File: config.mk
export PLATFORM = sky130hd
export DESIGN_NAME = rx_ctrl
export DESIGN_NICKNAME = d
export VERILOG_FILES = /design/src/rtl/rx_ctrl.sv
export SDC_FILE = /design/constraint.sdc
export NUM_CORES = 1
export LEC_CHECK = 0
export ABC_AREA = 1
export BUFFER_PORTS_ARGS = -buffer_cell sky130_fd_sc_hd__buf_2
export CELL_PAD_IN_SITES_DETAIL_PLACEMENT = 0
export CELL_PAD_IN_SITES_GLOBAL_PLACEMENT = 1
export CORE_ASPECT_RATIO = 0.7
export CORE_UTILIZATION = 39
export CTS_CLUSTER_SIZE = 28
export DETAILED_ROUTE_END_ITERATION = 8
export PLACE_DENSITY = 0.83
export SETUP_SLACK_MARGIN = 0.4
export SYNTH_ARGS = -nofsm -noshare
export SYNTH_HDL_FRONTEND = slang
export SYNTH_SLANG_ARGS = --single-unit
File: constraint.sdc
create_clock -name clk -period 1.65 [get_ports clk]
set_input_delay 0.0825 -clock clk [delete_from_list [all_inputs] [get_ports clk]]
set_output_delay 0.0825 -clock clk [all_outputs]
set_load 0.01 [all_outputs]
File: src/rtl/rx_ctrl.sv
// rtl/rx_ctrl.sv - UART receive sequencer: start qualification, mid-bit timing, stop/parity check
//
// Ports:
//   clk         system clock
//   rx_rst      synchronous active-high reset
//   tick        one-clk pulse at OVERSAMPLE x baud
//   rx          raw asynchronous serial line, idle high
//   par_odd     parity sense (1 = odd), used only with RX_PARITY_EN
//   sipo_en     one-clk shift strobe to the SIPO at mid-bit
//   sipo_rst    one-clk SIPO clear at frame start
//   data_valid  one-clk pulse: frame good, SIPO holds the data
//   frame_err   one-clk pulse: stop bit sampled low
//   parity_err  one-clk pulse: parity mismatch (tied 0 unless RX_PARITY_EN)
//   busy        high in every state except IDLE
//
// Optional feature macro: RX_PARITY_EN adds a PARITY bit period after DATA.

module rx_ctrl #(
    parameter int OVERSAMPLE = 16,
    parameter int DATA_BITS  = 8
) (
    input  logic clk,
    input  logic rx_rst,
    input  logic tick,
    input  logic rx,
    input  logic par_odd,
    output logic sipo_en,
    output logic sipo_rst,
    output logic data_valid,
    output logic frame_err,
    output logic parity_err,
    output logic busy
);

    localparam int CW = $clog2(OVERSAMPLE);
    localparam logic [CW-1:0] HALF_M1 = CW'(OVERSAMPLE / 2 - 1);
    localparam logic [CW-1:0] FULL_M1 = CW'(OVERSAMPLE - 1);
    localparam logic [3:0]    NBITS   = 4'(DATA_BITS);

    typedef enum logic [2:0] {
        S_IDLE,
        S_START,
        S_DATA,
        S_PARITY,
        S_STOP
    } state_t;

    state_t        state_q, state_d;
    logic [CW-1:0] tick_cnt_q, tick_cnt_d;
    logic [3:0]    bit_cnt_q, bit_cnt_d;
    logic          sync1_q, sync2_q;
    logic          rx_s;
    logic          sipo_en_q, sipo_en_d;
    logic          sipo_rst_q, sipo_rst_d;
    logic          data_valid_q, data_valid_d;
    logic          frame_err_q, frame_err_d;
    logic          busy_q, busy_d;

    assign rx_s = sync2_q;

`ifdef RX_PARITY_EN
    logic par_acc_q, par_acc_d;     // running XOR of sampled data bits
    logic par_bad_q, par_bad_d;     // parity verdict, held until the stop sample
    logic parity_err_q, parity_err_d;
`else
    logic unused_par_odd;
    assign unused_par_odd = par_odd;
`endif

    // Synchroniser presets to the idle level so reset never looks like a start bit.
    always_ff @(posedge clk) begin
        if (rx_rst) begin
            sync1_q <= 1'b1;
            sync2_q <= 1'b1;
        end else begin
            sync1_q <= rx;
            sync2_q <= sync1_q;
        end
    end

    always_ff @(posedge clk) begin
        if (rx_rst) begin
            state_q      <= S_IDLE;
            tick_cnt_q   <= '0;
            bit_cnt_q    <= '0;
            sipo_en_q    <= 1'b0;
            sipo_rst_q   <= 1'b0;
            data_valid_q <= 1'b0;
            frame_err_q  <= 1'b0;
            busy_q       <= 1'b0;
        end else begin
            state_q      <= state_d;
            tick_cnt_q   <= tick_cnt_d;
            bit_cnt_q    <= bit_cnt_d;
            sipo_en_q    <= sipo_en_d;
            sipo_rst_q   <= sipo_rst_d;
            data_valid_q <= data_valid_d;
            frame_err_q  <= frame_err_d;
            busy_q       <= busy_d;
        end
    end

`ifdef RX_PARITY_EN
    always_ff @(posedge clk) begin
        if (rx_rst) begin
            par_acc_q    <= 1'b0;
            par_bad_q    <= 1'b0;
            parity_err_q <= 1'b0;
        end else begin
            par_acc_q    <= par_acc_d;
            par_bad_q    <= par_bad_d;
            parity_err_q <= parity_err_d;
        end
    end
`endif

    always_comb begin
        state_d      = state_q;
        tick_cnt_d   = tick_cnt_q;
        bit_cnt_d    = bit_cnt_q;
        sipo_en_d    = 1'b0;
        sipo_rst_d   = 1'b0;
        data_valid_d = 1'b0;
        frame_err_d  = 1'b0;
`ifdef RX_PARITY_EN
        par_acc_d    = par_acc_q;
        par_bad_d    = par_bad_q;
        parity_err_d = 1'b0;
`endif
        if (tick) begin
            case (state_q)
                S_IDLE: begin
                    if (!rx_s) begin
                        state_d    = S_START;
                        tick_cnt_d = '0;
                        sipo_rst_d = 1'b1;
                    end
                end
                // Half a bit period here places every later sample at mid-bit.
                S_START: begin
                    if (tick_cnt_q == HALF_M1) begin
                        if (rx_s) begin
                            state_d = S_IDLE;
                        end else begin
                            state_d    = S_DATA;
                            tick_cnt_d = '0;
                            bit_cnt_d  = '0;
`ifdef RX_PARITY_EN
                            par_acc_d  = 1'b0;
                            par_bad_d  = 1'b0;
`endif
                        end
                    end else begin
                        tick_cnt_d = tick_cnt_q + 1'b1;
                    end
                end
                S_DATA: begin
                    if (tick_cnt_q == FULL_M1) begin
                        sipo_en_d  = 1'b1;
                        tick_cnt_d = '0;
                        bit_cnt_d  = bit_cnt_q + 4'd1;
`ifdef RX_PARITY_EN
                        par_acc_d  = par_acc_q ^ rx_s;
`endif
                        if (bit_cnt_q + 4'd1 == NBITS) begin
`ifdef RX_PARITY_EN
                            state_d = S_PARITY;
`else
                            state_d = S_STOP;
`endif
                        end
                    end else begin
                        tick_cnt_d = tick_cnt_q + 1'b1;
                    end
                end
`ifdef RX_PARITY_EN
                S_PARITY: begin
                    if (tick_cnt_q == FULL_M1) begin
                        par_bad_d  = rx_s != (par_acc_q ^ par_odd);
                        tick_cnt_d = '0;
                        state_d    = S_STOP;
                    end else begin
                        tick_cnt_d = tick_cnt_q + 1'b1;
                    end
                end
`endif
                S_STOP: begin
                    if (tick_cnt_q == FULL_M1) begin
                        data_valid_d = rx_s;
                        frame_err_d  = !rx_s;
`ifdef RX_PARITY_EN
                        parity_err_d = par_bad_q;
`endif
                        tick_cnt_d   = '0;
                        state_d      = S_IDLE;
                    end else begin
                        tick_cnt_d = tick_cnt_q + 1'b1;
                    end
                end
                default: begin
                    state_d    = S_IDLE;
                    tick_cnt_d = '0;
                end
            endcase
        end
        busy_d = (state_d != S_IDLE);
    end

    assign sipo_en    = sipo_en_q;
    assign sipo_rst   = sipo_rst_q;
    assign data_valid = data_valid_q;
    assign frame_err  = frame_err_q;
    assign busy       = busy_q;
`ifdef RX_PARITY_EN
    assign parity_err = parity_err_q;
`else
    assign parity_err = 1'b0;
`endif

endmodule
==> impl_results.md <==
* Run status: complete, no violations
* Slew Limit Fails at 0
* Largest family of logic cells by synthesized area: simple AND/OR/NAND/NOR gates
* Clock period minus final worst setup slack at roughly 1.5 ns
* Cell at the root of the clock tree: sky130_fd_sc_hd__clkbuf_4
* Adder-cell share of the synthesized area at 0.0262
* Yosys reg bits at 18
* Antenna violations before repair at 0
* Average wire per standard cell at around 11 µm
* Drc violations at 0
* Number of antenna cells inserted at 0
* Floorplan row count at 14
* Finish-stage setup viols at 0
* Cells along the critical path: ha_4, nand3_4, nor2_4, nor2_2, nor3_4, buf_4, nor2_1, nor2_1
* Data required, critical path at between 1.5 and 2 ns
* Clock transition at path regs at roughly 0.1 ns
* Maximum root-to-sink buffer count at 2
* Port-buffer cells at 8
* Non-filler instance count after layout at approximately 200
* DRC marker count from the first detailed-route iteration at 33
* Aggregate global-route resource usage at 0.196
* Fraction of synthesized cell area taken by the top area cell type at 0.377
* Pre-antenna DRT Iters at 4
* Dpl cell area at about 0.0011 mm²
* Final Worst Setup Slack at 0.196 ns
* Yosys cell types at 24
* Clock tree sinks at 18
* Proportion of synthesized chip area in sequential cells at 0.377
* FFs w/ async S/R, synth at 0
* Mapped Cells at around 140
* Post-route clock period utilization at 0.881
* Clock latency of the later-clocked register in the worst-skew pair at 0.30 ns
* Horizontal die dimension at around 61 µm
* Number of nets at the end of the flow at roughly 170
* Simple-Gate Fraction of Synth Area at 0.410
* Initial Utilization at 0.429
* Dominant register cell in the synthesized netlist: sky130_fd_sc_hd__dfxtp_1
* Setup CP Type: flop to flop
* Syn Nets at around 150
* Die Ht at roughly 43 µm
* Cell total after placement at 182
* Pin count of the biggest net entering global routing at 13
* CTS tree: done
* Largest vdd supply drop at approximately 0.00041 V
* Depth of the CTS H-tree at 1
* Xor/xnor share of the synthesized area at 0.0183
* Proportion of layout cells with a drive suffix above 1 at 0.301
* Multiplexer share of the synthesized area at 0
* Cell taking the most area after synthesis: sky130_fd_sc_hd__dfxtp_1
* HPWL after detailed placement at 1.43 mm
* Number of top-level pins at 11
* Setup repair after global routing missed its margin: true
* Max capacitance violation total at 0
* Number of buffers created by CTS at 3
* Cell with the largest stage delay on the worst path: sky130_fd_sc_hd__dfxtp_4
* Area enclosed by the die boundary at around 0.0027 mm²
* Final Hold Vio Count at 0
* Hold Crit Class: primary input to flop
* Critical path startpoint category: flop
* Routability congestion estimate from global placement at ~0.9
* Largest stage delay on the critical path at approximately 0.38 ns
* Worst-path maximum fanout at 5
* Yosys warns at 0
* Setup TNS at 0 ns
* Post-layout instance area at 0.00123 mm²
* Type of destination of the critical path: flop
* Count of vias placed by the detailed router at 943
* Number of synthesized flops with an enable pin at 0
* Number of nets still failing antenna checks after routing at 0
* Leakage power figure at about 0.00059 µW
* Via count normalized by instance count at approximately 4.8
* Core area at about 0.0022 mm²
* Area grow syn2layout at 29.2%
* Avg Cell Area, Syn at ~6.6 µm²
* Cells taking the most area after synthesis: sky130_fd_sc_hd__dfxtp_1, sky130_fd_sc_hd__nand2_1, sky130_fd_sc_hd__nor2_1, sky130_fd_sc_hd__nand3_1, sky130_fd_sc_hd__inv_1
* Pre-CTS WS at around 0.21 ns
* Total Routed Length at 2.24 mm
* Most frequent cell on the critical path: sky130_fd_sc_hd__nor2_1
* Arrival @ worst endpoint at 1.70 ns
* Synthesized-area fraction occupied by ao, oa, aoi and oai cells at 0.0760
* Number of global-route vias before repair at between 800 and 900
* Highest achievable clock rate at slightly below 700 MHz
* Wire length of the first global-routing pass at around 3.7 mm
* Power density cells at approximately 640 mW/mm²
* Residual overflow from global routing at 0
* Post-synth design cell area at around 950 µm²
* Clock tree skew after final layout at 0.00265 ns
through the flow:
stage               hold WS (ns)  utilization  power [µW]
floorplan                  0.180            -         504
global placement           0.262        0.475         517
detailed placement         0.264        0.475         517
CTS                        0.100        0.529         795
global route               0.107        0.555         833
finish                     0.112        0.555         791
critical path: cells and delay by family, from the launching register on:
family / cells / cell delay, ns
buffers and inverters: 1 / 0.17
and+or+nand+nor: 6 / 0.69
adders and majority gates: 1 / 0.17
DFF: 1 / 0.38
metal layers:
layer	wire (µm)	GRT usage	up-vias
met4	28	0.0727	0
li1	-	-	494
met5	0	0	-
met3	106	0.0687	4
met1	1130	0.263	420
met2	968	0.291	25
area by class of cell:
type	count	area (µm²)
Timing Repair Buffer	21	148
Sequential cell	18	373
Inverter	18	67.6
Clock buffer	4	36.3
Multi-Input combinational cell	105	569
Tap cell	32	40.0
Fill cell	210	991
logic make-up after synthesis:
family / Yosys count
XOR/XNOR: 2
other: 1
AND/OR/NAND/NOR: 87
flip-flops: 18
adder cells (fa/ha/maj): 2
AO/OA/AOI/OAI: 13
buffers and inverters: 21
what timing repair did:
action                     4_1_cts  5_1_grt
pin swaps                       10        7
hold buffers                     1        0
gates resized for setup          6       11
hold endpoints to repair         1        0
setup endpoints to repair       11       12
buffers inserted                 7        4
registers in the layout, indices dropped and copies added, names as in the netlist:
name / flops
bit_cnt_q: 4
busy: 1
data_valid: 1
frame_err: 1
rx_s: 1
sipo_en: 1
sipo_rst: 1
state_q: 3
sync1_q: 1
tick_cnt_q: 4
power breakdown:
part	internal, µW	total [µW]	leakage, µW	switching, µW
Clock	135	274	0.0000210	140
Sequential	439	446	0.000149	6.49
Combinational	26.7	71.7	0.000422	45.0
synthesized netlist by cell type (all sizes together), types with 2 or more instances:
master  count
nand2      46
a21oi       9
nor2       20
inv        15
dfxtp      18
nor3        3
nand3      14
nand4       2
buf         2
clkinv      3
o21ai       4
or2         2
ha          2
cell usage in the layout, fill, tap and decap left out, drive strengths merged:
cell	instances
or2	2
conb	1
clkinv	3
nand4	2
a21oi	9
clkbuf	4
nor2	20
xor2	1
nor3	3
ha	2
buf	20
nand3	14
o21ai	4
inv	15
xnor2	1
dfxtp	18
nand2	46
dlygate4sd3	1
path summary, 6_finish.rpt:
| path | from | end | slack (ns) | depth (start not counted) |
|---|---|---|---|---|
| max | tick_cnt_q[1] | bit_cnt_q[0] | 0.20 | 8 |
| min reg2reg | sync1_q | rx_s | 0.41 | 1 |
| max reg2reg | tick_cnt_q[1] | bit_cnt_q[0] | 0.20 | 8 |
| min | rx_rst | bit_cnt_q[1] | 0.11 | 2 |
Note: power is estimated with default switching activity, not from simulation.
